`src/rtl/rram_instr_sequencer.sv`:
```
`timescale 1ns/1ps
// rram_instr_sequencer
//   Issue-side companion of the RRAM instruction decoder. Accepts one host
//   command at a time over cmd_valid/cmd_ready. It formats the 32-bit
//   instruction word and holds it on the bus for a per-opcode number of
//   cycles. After each word it inserts NOP gap cycles. Wide MAC row ranges
//   are split into chunks of at most NUM_WL_ENABLE_MAC_OPS rows.
//
// Ports
//   clk          clock
//   rst          asynchronous active-low reset
//   cmd_valid    command request
//   cmd_ready    high in IDLE; a command is accepted on valid && ready
//   cmd_op       0=WRITE 1=READ 2=MAC 3=CONF_T 4=CONF_V (5..7 rejected)
//   cmd_col      column / MAC column start
//   cmd_row      row / MAC row start
//   cmd_col_end  MAC column end
//   cmd_row_end  MAC row end
//   cmd_t_type   T-pulse op type
//   cmd_t_mult   T-pulse multiplier
//   cmd_v_type   V-pulse op type
//   cmd_v_sel    V-pulse mux select
//   instruction  registered word to the decoder (NOP = all zero)
//   busy         command in progress
//   done         one-cycle pulse when a command completes
//   err          one-cycle pulse when a command is rejected
module rram_instr_sequencer #(
  parameter int unsigned INSTRUCTION_SIZE      = 32,
  parameter int unsigned NUM_WL_ENABLE_MAC_OPS = 4,
  parameter int unsigned WR_HOLD               = 2,
  parameter int unsigned RD_HOLD               = 2,
  parameter int unsigned CFG_HOLD              = 1,
  parameter int unsigned GAP_CYCLES            = 1,
  parameter logic [3:0]  OP_NOP                = 4'h0,
  parameter logic [3:0]  OP_WRITE              = 4'h1,
  parameter logic [3:0]  OP_READ               = 4'h2,
  parameter logic [3:0]  OP_MAC                = 4'h3,
  parameter logic [3:0]  OP_CONF_T             = 4'h4,
  parameter logic [3:0]  OP_CONF_V             = 4'h5
) (
  input  logic                        clk,
  input  logic                        rst,
  input  logic                        cmd_valid,
  output logic                        cmd_ready,
  input  logic [2:0]                  cmd_op,
  input  logic [3:0]                  cmd_col,
  input  logic [3:0]                  cmd_row,
  input  logic [3:0]                  cmd_col_end,
  input  logic [3:0]                  cmd_row_end,
  input  logic [1:0]                  cmd_t_type,
  input  logic [7:0]                  cmd_t_mult,
  input  logic [1:0]                  cmd_v_type,
  input  logic [1:0]                  cmd_v_sel,
  output logic [INSTRUCTION_SIZE-1:0] instruction,
  output logic                        busy,
  output logic                        done,
  output logic                        err
);

  typedef enum logic [1:0] {S_IDLE, S_HOLD, S_GAP} state_t;

  state_t                      r_state, w_nxt_state;
  logic [INSTRUCTION_SIZE-1:0] r_instr, w_nxt_instr;
  logic [7:0]                  r_cnt, w_nxt_cnt;
  logic                        r_done, w_nxt_done;
  logic                        r_err, w_nxt_err;
  logic [2:0]                  r_op, w_nxt_op;
  logic [3:0]                  r_col, w_nxt_col;
  logic [3:0]                  r_row, w_nxt_row;
  logic [3:0]                  r_col_end, w_nxt_col_end;
  logic [3:0]                  r_row_end, w_nxt_row_end;
  logic [1:0]                  r_t_type, w_nxt_t_type;
  logic [7:0]                  r_t_mult, w_nxt_t_mult;
  logic [1:0]                  r_v_type, w_nxt_v_type;
  logic [1:0]                  r_v_sel, w_nxt_v_sel;

  logic       w_illegal;
  logic       w_complete;
  logic [3:0] w_cur_end;
  logic [3:0] w_next_start;

  // Last row of the chunk starting at rs; the 5-bit sum keeps row 15 from wrapping.
  function automatic logic [3:0] chunk_end(input logic [3:0] rs, input logic [3:0] re);
    logic [4:0] sum;
    sum = {1'b0, rs} + 5'(NUM_WL_ENABLE_MAC_OPS - 1);
    if (sum > {1'b0, re}) return re;
    else                  return sum[3:0];
  endfunction

  function automatic logic [7:0] hold_load(input logic [2:0] op);
    case (op)
      3'd0:    return 8'(WR_HOLD - 1);
      3'd1:    return 8'(RD_HOLD - 1);
      default: return 8'(CFG_HOLD - 1);
    endcase
  endfunction

  function automatic logic [INSTRUCTION_SIZE-1:0] fmt(
    input logic [2:0] op,
    input logic [3:0] col,
    input logic [3:0] row,
    input logic [3:0] col_end,
    input logic [3:0] row_end,
    input logic [1:0] t_type,
    input logic [7:0] t_mult,
    input logic [1:0] v_type,
    input logic [1:0] v_sel
  );
    logic [INSTRUCTION_SIZE-1:0] w;
    w = '0;
    case (op)
      3'd0: begin w[31:28] = OP_WRITE;  w[7:4] = row; w[3:0] = col; end
      3'd1: begin w[31:28] = OP_READ;   w[7:4] = row; w[3:0] = col; end
      3'd2: begin
        w[31:28] = OP_MAC;
        w[15:12] = col;
        w[11:8]  = col_end;
        w[7:4]   = row;
        w[3:0]   = row_end;
      end
      3'd3: begin w[31:28] = OP_CONF_T; w[9:8] = t_type; w[7:0] = t_mult; end
      3'd4: begin w[31:28] = OP_CONF_V; w[3:2] = v_type; w[1:0] = v_sel; end
      default: w[31:28] = OP_NOP;
    endcase
    return w;
  endfunction

  assign w_illegal    = (cmd_op > 3'd4) ||
                        ((cmd_op == 3'd2) && ((cmd_col_end < cmd_col) || (cmd_row_end < cmd_row)));
  assign w_cur_end    = chunk_end(r_row, r_row_end);
  assign w_next_start = w_cur_end + 4'd1;

  always_comb begin
    w_nxt_state   = r_state;
    w_nxt_instr   = r_instr;
    w_nxt_cnt     = r_cnt;
    w_nxt_done    = 1'b0;
    w_nxt_err     = 1'b0;
    w_nxt_op      = r_op;
    w_nxt_col     = r_col;
    w_nxt_row     = r_row;
    w_nxt_col_end = r_col_end;
    w_nxt_row_end = r_row_end;
    w_nxt_t_type  = r_t_type;
    w_nxt_t_mult  = r_t_mult;
    w_nxt_v_type  = r_v_type;
    w_nxt_v_sel   = r_v_sel;
    w_complete    = 1'b0;

    case (r_state)
      S_IDLE: begin
        if (cmd_valid) begin
          w_nxt_op      = cmd_op;
          w_nxt_col     = cmd_col;
          w_nxt_row     = cmd_row;
          w_nxt_col_end = cmd_col_end;
          w_nxt_row_end = cmd_row_end;
          w_nxt_t_type  = cmd_t_type;
          w_nxt_t_mult  = cmd_t_mult;
          w_nxt_v_type  = cmd_v_type;
          w_nxt_v_sel   = cmd_v_sel;
          if (w_illegal) begin
            w_nxt_err = 1'b1;
          end else begin
            w_nxt_state = S_HOLD;
            w_nxt_cnt   = hold_load(cmd_op);
            w_nxt_instr = fmt(cmd_op, cmd_col, cmd_row, cmd_col_end,
                              chunk_end(cmd_row, cmd_row_end),
                              cmd_t_type, cmd_t_mult, cmd_v_type, cmd_v_sel);
          end
        end
      end
      S_HOLD: begin
        if (r_cnt != 8'd0) begin
          w_nxt_cnt = r_cnt - 8'd1;
        end else if (GAP_CYCLES > 0) begin
          w_nxt_state = S_GAP;
          w_nxt_cnt   = 8'(GAP_CYCLES - 1);
          w_nxt_instr = '0;
        end else begin
          w_complete = 1'b1;
        end
      end
      S_GAP: begin
        if (r_cnt != 8'd0) w_nxt_cnt = r_cnt - 8'd1;
        else               w_complete = 1'b1;
      end
      default: w_nxt_state = S_IDLE;
    endcase

    // Shared end-of-word step for HOLD (no gap) and GAP: next MAC chunk or finish.
    if (w_complete) begin
      if ((r_op == 3'd2) && (w_cur_end < r_row_end)) begin
        w_nxt_state = S_HOLD;
        w_nxt_row   = w_next_start;
        w_nxt_cnt   = hold_load(r_op);
        w_nxt_instr = fmt(r_op, r_col, w_next_start, r_col_end,
                          chunk_end(w_next_start, r_row_end),
                          r_t_type, r_t_mult, r_v_type, r_v_sel);
      end else begin
        w_nxt_state = S_IDLE;
        w_nxt_instr = '0;
        w_nxt_done  = 1'b1;
      end
    end
  end

  always_ff @(posedge clk or negedge rst) begin
    if (!rst) begin
      r_state   <= S_IDLE;
      r_instr   <= '0;
      r_cnt     <= '0;
      r_done    <= 1'b0;
      r_err     <= 1'b0;
      r_op      <= '0;
      r_col     <= '0;
      r_row     <= '0;
      r_col_end <= '0;
      r_row_end <= '0;
      r_t_type  <= '0;
      r_t_mult  <= '0;
      r_v_type  <= '0;
      r_v_sel   <= '0;
    end else begin
      r_state   <= w_nxt_state;
      r_instr   <= w_nxt_instr;
      r_cnt     <= w_nxt_cnt;
      r_done    <= w_nxt_done;
      r_err     <= w_nxt_err;
      r_op      <= w_nxt_op;
      r_col     <= w_nxt_col;
      r_row     <= w_nxt_row;
      r_col_end <= w_nxt_col_end;
      r_row_end <= w_nxt_row_end;
      r_t_type  <= w_nxt_t_type;
      r_t_mult  <= w_nxt_t_mult;
      r_v_type  <= w_nxt_v_type;
      r_v_sel   <= w_nxt_v_sel;
    end
  end

  assign instruction = r_instr;
  assign cmd_ready   = (r_state == S_IDLE);
  assign busy        = (r_state != S_IDLE);
  assign done        = r_done;
  assign err         = r_err;

endmodule

```
`config.mk`:
```
export PLATFORM = sky130hd
export DESIGN_NAME = rram_instr_sequencer
export DESIGN_NICKNAME = d
export VERILOG_FILES = /design/src/rtl/rram_instr_sequencer.sv
export SDC_FILE = /design/constraint.sdc
export NUM_CORES = 1
export LEC_CHECK = 0
export ABC_AREA = 1
export BUFFER_PORTS_ARGS = -buffer_cell sky130_fd_sc_hd__buf_2
export CAP_MARGIN = 5
export CORE_MARGIN = 2
export CORE_UTILIZATION = 50
export DETAILED_ROUTE_END_ITERATION = 10
export PLACE_DENSITY = 0.81
export SETUP_SLACK_MARGIN = 0.3
export SLEW_MARGIN = 20
export SYNTH_ARGS = -nofsm -noshare
export SYNTH_HDL_FRONTEND = slang
export SYNTH_SLANG_ARGS = --single-unit
```
`constraint.sdc`:
```
create_clock -name clk -period 2.9 [get_ports clk]
set_input_delay 0.58 -clock clk [delete_from_list [all_inputs] [get_ports clk]]
set_output_delay 0.58 -clock clk [all_outputs]
set_load 0.03 [all_outputs]
```
[Word level (Yosys, flattened, before mapping)]
Cells that the tools add are included.
W data, S select, Z words.
Word-level totals
  register bits after elaboration: 77
  input port bits: 36
  output and inout bits: 36
  logic and storage cells: 102
Operators by class
  add/sub/neg operators: 5
  order comparisons: 7
  equality and inequality tests: 14
  multiplexer cells: 45
  reductions and logical operators: 17
Operators by type and width (number)
  $mux W32: 5
  $pmux W32 S2: 1
  $mux W8: 6
  $pmux W4 S4: 2
  $pmux W3 S5: 2
  $mux W4: 7
  $pmux W8 S3: 1
  $pmux W4 S2: 2
  $add A4 B2 Y5 const B: 3
  $gt A5 B4 Y1: 3
  $eq A3 B2 Y1 const B: 4
  $lt A4 B4 Y1: 3
  $mux W6: 2
  $mux W1: 10
  $mux W2: 4
  $pmux W2 S2: 2
  $reduce_and A4 Y1: 2
  $reduce_bool A8 Y1: 1
  $sub A8 B1 Y8 const B: 1
  $eq A3 B1 Y1 const B: 2
  $eq A3 B3 Y1 const B: 2
  $logic_not A3 Y1: 2
  $ne A3 B2 Y1 const B: 2
  $pmux W2 S3: 1
  14 further kinds: 18

[Longest topological paths before layout]
Gate-level depths: netlist (run 1).
  depth in word-level cells: 10
  depth in mapped cells: 25
  depth with buffers taken out: 25

[Worst setup path after synthesis (run 1)]
OpenSTA, ideal clock, no wires.
  path kind: register to register
  start: register r_row[0]
  end: register r_instr[2] (netlist: instruction[2])
  library setup time: 0.120 ns
  arrival: 2.962 ns
  data required time: 2.780 ns
  path slack: -0.182 ns
  stages on the path, launching flop included: 22
  buffers on the path: 0
  period minus slack after synthesis: 3.082 ns
  cells stage by stage: dfrtp_1 -> inv_1 -> ha_1 -> xnor2_1 -> ha_1 -> nand4_1 -> nand3_4 -> nand2_2 -> nand2_1 -> nand2_2 -> ha_1 -> a21oi_1 -> nor2_1 -> o21a_1 -> o22ai_1 -> nand2_2 -> nand2_1 -> nand2_1 -> nand2_1 -> nand2_1 -> nand2_1 -> a21oi_2
On the way
  longest elaborated chain between the ends: 10
  elaborated cells between the ends (all ways): 12
  classes of those cells: add/sub (3); order compare (3); mux (5); reduce/logical (1)
Ends and longest elaborated chain
  start, declared: RTL line 69  | logic [3:0] r_row, w_nxt_row;
  start signal, assigned: RTL line 232  | r_row <= w_nxt_row;
  $add A4 B2 Y5 (*): RTL line 85  | sum = {1'b0, rs} + 5'(NUM_WL_ENABLE_MAC_OPS - 1);
  $gt A5 B4 Y1: RTL line 86  | if (sum > {1'b0, re}) return re;
  $mux W4 (*): RTL line 86
  $add A4 B1 Y4: RTL line 131  | assign w_next_start = w_cur_end + 4'd1;
  $add A4 B2 Y5: RTL line 85
  $gt A5 B4 Y1: RTL line 86
  $mux W4: RTL line 86
  $pmux W4 S4: RTL line 111  | case (op)
  $mux W32 (*): RTL line 193  | if ((r_op == 3'd2) && (w_cur_end < r_row_end)) begin
  $mux W32 (*): RTL line 192  | if (w_complete) begin
  end signal, assigned: RTL line 226  | r_instr <= w_nxt_instr;
  end, declared: RTL line 63  | logic [INSTRUCTION_SIZE-1:0] r_instr, w_nxt_instr;
Every way passes the cells marked *; elsewhere a longest branch is shown, timed or not.
A chain may end at the register's enable or synchronous reset.

[Final worst setup path (run 1)]
  start: register r_row[1]
  end: register r_instr[5] (netlist: instruction[5])
On the way
  longest elaborated chain between the ends: 7
  elaborated cells between the ends (all ways): 9
  classes of those cells: add/sub (2); order compare (2); mux (4); reduce/logical (1)
Ends and longest elaborated chain (RTL line)
  $add A4 B2 Y5 (*): 85
  $gt A5 B4 Y1: 86
  $mux W4 (*): 86
  $add A4 B1 Y4 or $lt A4 B4 Y1 (tied branches): 131, 193
  $pmux W4 S2 or $logic_and A1 B1 Y1 (tied branches): 111, 193
  $mux W32 (*): 193
  $mux W32 (*): 192
Marks and branches as above.

==> flow_summary.yaml, run 1 <==
status:
  outcome: "finished with violations"
  violations: "negative setup slack"
worst_setup_path:
  r2r_slack_ns: -0.23
  crit_end: "instruction[5]"
  cp.arrival_ns: 3.39
  cp_max_fo: 7
  critPathLaunch: "r_row[1]"
  worstSetupStartpointType: "register"
  critPathKind: "reg2reg"
  end_kind: "register"
  worstRegToRegCells: 20
  r2r-end: "instruction[5]"
  r2r-start: "r_row[1]"
  cp.required_ns: 3.16
detailed_routing:
  via_per_inst: 5.31
  routed-wl-met2_mm: 5.08
  via_count: 3768
  route.detailed.drc: 0
  first_pass_iters: 6
  highest-signal-layer: "met4"
  routed_wl_mm: 10.3
  wl_met3_um: 491
  drt-met1-wl_mm: 4.44
  drtIter0Drc: 302
  postRouteAntennaNets: 0
  routedWlPerCell_um: 14.5
min_path:
  hp-class: "in2async"
final_layout:
  drive_above_1_share_pct: 28.8
  layout.cells.non_filler: 710
  multiInputGateArea_um2: 2280
  fillCellCount: 630
  nets: 666
  post-route-util_pct: 65.1
  seq_area_um2: 1500
  final_area_um2: 5000
  synthToLayoutAreaGrowth_pct: 26.6
  num_antenna_cells: 0
placed_design:
  post-place-ws_ns: -0.118
  dpl.hpwl_mm: 7.62
  portBuffers: 58
  gp_congestion: 0.941
  placed_area_um2: 4550
  placed_cells: 681
timing:
  fin_crit_sh_pct: 108
  setup_slack_ns: -0.232
  fin_worst_skew_ns: 0.00859
  worst_slew_pin_slew_ns: 0.614
  finalHoldViolCount: 0
  maxSlewHeadroom_pct: 58.7
  fmax_mhz: 319
  post-route-min-period_ns: 3.13
  rsz0062_at_grt: "true"
  setup_violations: 25
  tns_ns: -4.21
  maxSlewViolCount: 0
  hold_slack_ns: 0.0698
synthesis:
  synthMostInstantiatedCell: "nand2_1"
  netlist_instances: 506
  synth_edf_count: 0
  postSynth.asyncResetShare_pct: 100
  synth_ff_type: "dfrtp_1"
  synth_cell_type_count: 42
  synth_commonest_cells: "80 x nand2_1, 67 x inv_1, 61 x nor2_1"
  ys_warn_count: 0
  synth_top_cell_by_area: "dfrtp_1"
  syn-cell-area_um2: 3950
  ys_seq_area_share_pct: 38.0
  syn-mean-instance-area_um2: 7.81
  yosysTopAreaCellShare_pct: 38.0
  yosys-top-cells-area: "dfrtp_1 38%, ha_1 8.6%, nand2_1 7.6%"
  ys_seq_elements: 60
pwr:
  power_density_nw_per_um2: 352
  irDropWorstVdd_uv: 326
  leakage_nw: 2.49
  power.total_mw: 1.76
die:
  start_util_pct: 51.4
  fp.dieArea_um2: 8630
  die_h_um: 92.9
  row_count: 32
  die_width_um: 92.9
  num_io_pins: 72
  core_area_um2: 7690
grt:
  gr-total-overflow: 0
  grt_usage_pct: 24.5
  antenna_found_initial: 0
  grt_pass1_wl_mm: 16.8
  grt_pass1_vias: 3667
  grt_max_degree: 55
clock_network:
  clk_pin_slew_ns: 0.07
  root_buffer: "clkbuf_8"
  cts_buffers: 9
  h-tree-depth: 3
  clk_latency_ns: 0.34
  cts_buffer_depth: 2
  cts_tree: "built"
  clock_sinks: 60
run:
  cap_viol_max_count: 0
cells in the final DEF, fill, tap and decap left out, drive strengths merged, types with 2 or more instances in the layout:
cell type and n:
a21oi 34, a221oi 4, a22oi 8, a31oi 6, buf 99, clkbuf 9
clkinv 4, clkinvlp 3, conb 13, dfrtp 60, ha 27, inv 72
mux2 5, nand2 90, nand3 19, nand3b 2, nand4 2, nor2 67
nor3 6, o2111ai 4, o211ai 2, o21a 2, o21ai 53, o22ai 3
xnor2 5, xor2 4
worst min-delay path by stage:
stage | startpoint | endpoint | slack [ns] | cells past startpoint
CTS | rst | r_cnt[4] | 0.07 | 1
global route | rst | r_cnt[3] | 0.07 | 1
floorplan | rst | done | 0.28 | 0
finish | rst | r_cnt[4] | 0.07 | 1
global placement | rst | r_cnt[4] | 0.44 | 1
detailed placement | rst | r_cnt[4] | 0.44 | 1
kinds of logic after synthesis:
logic type / synth area share, %
AND/OR/NAND/NOR: 21.8
AO/OA/AOI/OAI: 17.4
buffers and inverters: 10.7
flip-flops: 38.0
adder cells (fa/ha/maj): 8.55
XOR/XNOR: 2.00
multiplexers: 1.43
other: 0.0949
repair_timing:
item                                   4_1_cts  5_1_grt
endpoints found under the hold margin        0        0
buffers inserted                             5        8
gates cloned                                 0        0
pin swaps                                   16       21
setup endpoints to repair                   26       26
hold buffers                                 0        0
gates resized for setup                      5       19
state kept, by name (all words and copies together) (netlist names):
| name | flops |
|---|---|
| r_col | 4 |
| err | 1 |
| r_row_end | 4 |
| r_cnt | 8 |
| r_v_sel | 2 |
| r_t_type | 2 |
| r_row | 4 |
| r_state | 2 |
| r_v_type | 2 |
| r_col_end | 4 |
| instruction | 19 |
| done | 1 |
| r_t_mult | 4 |
| r_op | 3 |
routing by layer:
| metal | track usage, % | vias up |
|---|---|---|
| met1 | 31.2 | 1778 |
| met4 | 9.56 | 0 |
| met2 | 41.2 | 123 |
| met5 | 0 | - |
| li1 | - | 1840 |
| met3 | 4.72 | 27 |
area by class of cell:
cell class | count | area share (%)
clock buffer | 9 | 2.48
sequential | 60 | 30.0
multi-input combinational | 360 | 45.6
inverter | 73 | 5.48
tap | 102 | 2.55
timing repair buffer | 99 | 12.5
clock inverter | 7 | 1.35
critical path, stage by stage, from the launching register on:
cell	delay [ns]
dfrtp_1	0.41
o21ai_2	0.19
xnor2_2	0.10
ha_1	0.35
nand2_1	0.09
nand2_2	0.06
nor2_4	0.09
nand3_4	0.11
nand2_4	0.12
nand2_2	0.07
nand2_4	0.11
buf_12	0.11
inv_2	0.03
ha_1	0.26
nor2_1	0.04
o21ai_1	0.12
nand3b_1	0.15
nor2_4	0.19
buf_4	0.18
nand2_1	0.09
a31oi_1	0.16
report_power, final:
group / internal [mW] / total [mW] / switching, mW
Sequential: 0.842 / 0.845 / 0.00358
Combinational: 0.0536 / 0.179 / 0.125
Clock: 0.391 / 0.735 / 0.343
Note: power is estimated with default switching activity, not from simulation.
==> run 2: changes to the inputs <==
--- a/config.mk
+++ b/config.mk
@@ -8,6 +8,7 @@
 export ABC_AREA = 1
 export BUFFER_PORTS_ARGS = -buffer_cell sky130_fd_sc_hd__buf_2
 export CAP_MARGIN = 5
+export CORE_ASPECT_RATIO = 0.9
 export CORE_MARGIN = 2
 export CORE_UTILIZATION = 50
 export DETAILED_ROUTE_END_ITERATION = 10
==> flow_summary.yaml, run 2 (same netlist as run 1, synthesis figures left out) <==
status:
  outcome: "finished with violations"
  violations: "negative setup slack"
placed_design:
  post-place-ws_ns: -0.187
  dpl.hpwl_mm: 7.94
  portBuffers: 58
  gp_congestion: 0.923
detailed_routing:
  via_count: 3912
  routedWlPerCell_um: 15.6
  highest-signal-layer: "met4"
  routed-wl-met2_mm: 5.42
  routed_wl_mm: 11.0
  drt-met1-wl_mm: 4.71
  postRouteAntennaNets: 0
  drtIter0Drc: 275
  first_pass_iters: 5
  route.detailed.drc: 0
  wl_met3_um: 632
  via_per_inst: 5.53
final_layout:
  num_antenna_cells: 0
  fillCellCount: 592
  layout_commonest_cell: "nand2_1"
  nets: 670
  multiInputGateArea_um2: 2270
  drive_above_1_share_pct: 30.7
  largest_reg_flops: 19
  layout_common_cells: "74 x nand2_1, 61 x inv_1, 60 x nor2_1, 60 x dfrtp_1, 58 x buf_2"
  seq_area_um2: 1500
  synthToLayoutAreaGrowth_pct: 28.3
timing:
  worst_slew_pin_slew_ns: 0.639
  fmax_mhz: 314
  fin_crit_sh_pct: 110
  maxSlewViolCount: 0
  fin_worst_skew_ns: 0.0126
  maxSlewHeadroom_pct: 57.1
  tns_ns: -4.97
  rsz0062_at_grt: "true"
  setup_slack_ns: -0.284
  setup_violations: 26
  finalHoldViolCount: 0
  post-route-min-period_ns: 3.18
die:
  die_h_um: 88.3
  row_count: 30
  num_io_pins: 72
  fp.dieArea_um2: 8630
  core_area_um2: 7620
  die_width_um: 97.7
  start_util_pct: 51.8
pwr:
  power_density_nw_per_um2: 359
  irDropWorstVdd_uv: 336
  leakage_nw: 2.53
  power.total_mw: 1.82
clock_network:
  cts_tree: "built"
  clock_sinks: 60
  h-tree-depth: 3
  clk_latency_ns: 0.35
  root_buffer: "clkbuf_8"
  clk_pin_slew_ns: 0.08
  cts_buffer_depth: 2
  ctsHoldBuffers: 0
  cts_buffers: 9
worst_setup_path:
  path_cells: "inv_2 > ha_4 > xnor2_2 > ha_1 > nand4_1 > nand3_4 > nand2_4 > nand2_2 > nand2_2 > inv_2 > ha_1 > inv_1 > a21oi_4 > nor2_1 > o21ai_1 > nand3b_1 > nor2_4 > buf_6 > buf_8 > nand3_4 > a31oi_1"
  critPathKind: "reg2reg"
  cp.arrival_ns: 3.46
  worstRegToRegCells: 21
  end_kind: "register"
  cp_max_fo: 6
  worstSetupStartpointType: "register"
  slowest_delay_ns: 0.40
  slowest_stage: "dfrtp_1"
  cp.required_ns: 3.18
run:
  cap_viol_max_count: 0
grt:
  grt_usage_pct: 25.8
  grt_pass1_wl_mm: 17.6
  antenna_found_initial: 0
  grt_max_degree: 49
  grt_pass1_vias: 3775
  gr-total-overflow: 0
min_path:
  hp-class: "in2async"
[run 2: changes by cell type in the layout (fill, tap and decap cells not counted), sizes merged]
cell	change
clkinvlp	-1
inv	+1
clkinv	-2
buf	+4
clkbuf	+2
[run 2: worst max-delay path, delay by kind of cell, from the launching register on]
| family | cells | cell delay [ns] |
|---|---|---|
| and+or+nand+nor | 9 | 1.08 |
| adders and majority gates | 3 | 0.61 |
| AOI/OAI and AO/OA | 3 | 0.45 |
| buffers and inverters | 5 | 0.43 |
| DFF | 1 | 0.40 |
| xor gates and xnor gates | 1 | 0.14 |
[run 2: metrics by stage]
stage / instance area (um2) / instances / utilization, % / hold slack (ns)
after floorplan: 4060 / 518 / - / 0.284
after global placement: 4550 / 673 / 59.8 / 0.465
after detailed placement: 4550 / 673 / 59.8 / 0.470
after CTS: 4910 / 699 / 64.5 / 0.203
after global routing: 5070 / 708 / 66.5 / 0.206
final: 5070 / 708 / 66.5 / 0.193
[run 2: path summary, 6_finish.rpt]
kind                           startpoint              to  slack, ns
setup / recovery                 r_row[0]  instruction[7]      -0.28
hold / removal                        rst        r_cnt[5]       0.19
setup reg to reg                 r_row[0]  instruction[7]      -0.28
hold reg to reg            instruction[6]  instruction[6]       0.49
max in group asynchronous             rst     r_t_mult[1]       1.99
min in group clk           instruction[6]  instruction[6]       0.49
[run 2: repair_timing]
action / in CTS / in global routing
gates resized for setup: 19 / 23
endpoints found under the setup margin: 26 / 26
gates cloned: 0 / 0
buffers inserted: 10 / 9
pin swaps: 13 / 9
[run 2: cell type report]
type                            instances  share of cell area, %
Sequential cell                        60                   29.6
Tap cell                               96                   2.37
Timing Repair Buffer                  103                   13.6
Multi-Input combinational cell        360                   44.9
Inverter                               73                   5.41
Clock inverter                          5                   1.16
Clock buffer                           11                   2.99
[run 2: power by group]
part	switching (mW)	internal, mW	leakage (nW)
combinational	0.126	0.0537	1.72
sequential	0.00327	0.842	0.709
clock	0.349	0.445	0.102
[run 2: per-layer routing]
metal | up-vias | global-route usage [%]
met4 | 0 | 10.7
met5 | - | 0
li1 | 1847 | -
met3 | 33 | 4.34
met1 | 1877 | 32.4
met2 | 155 | 44.9
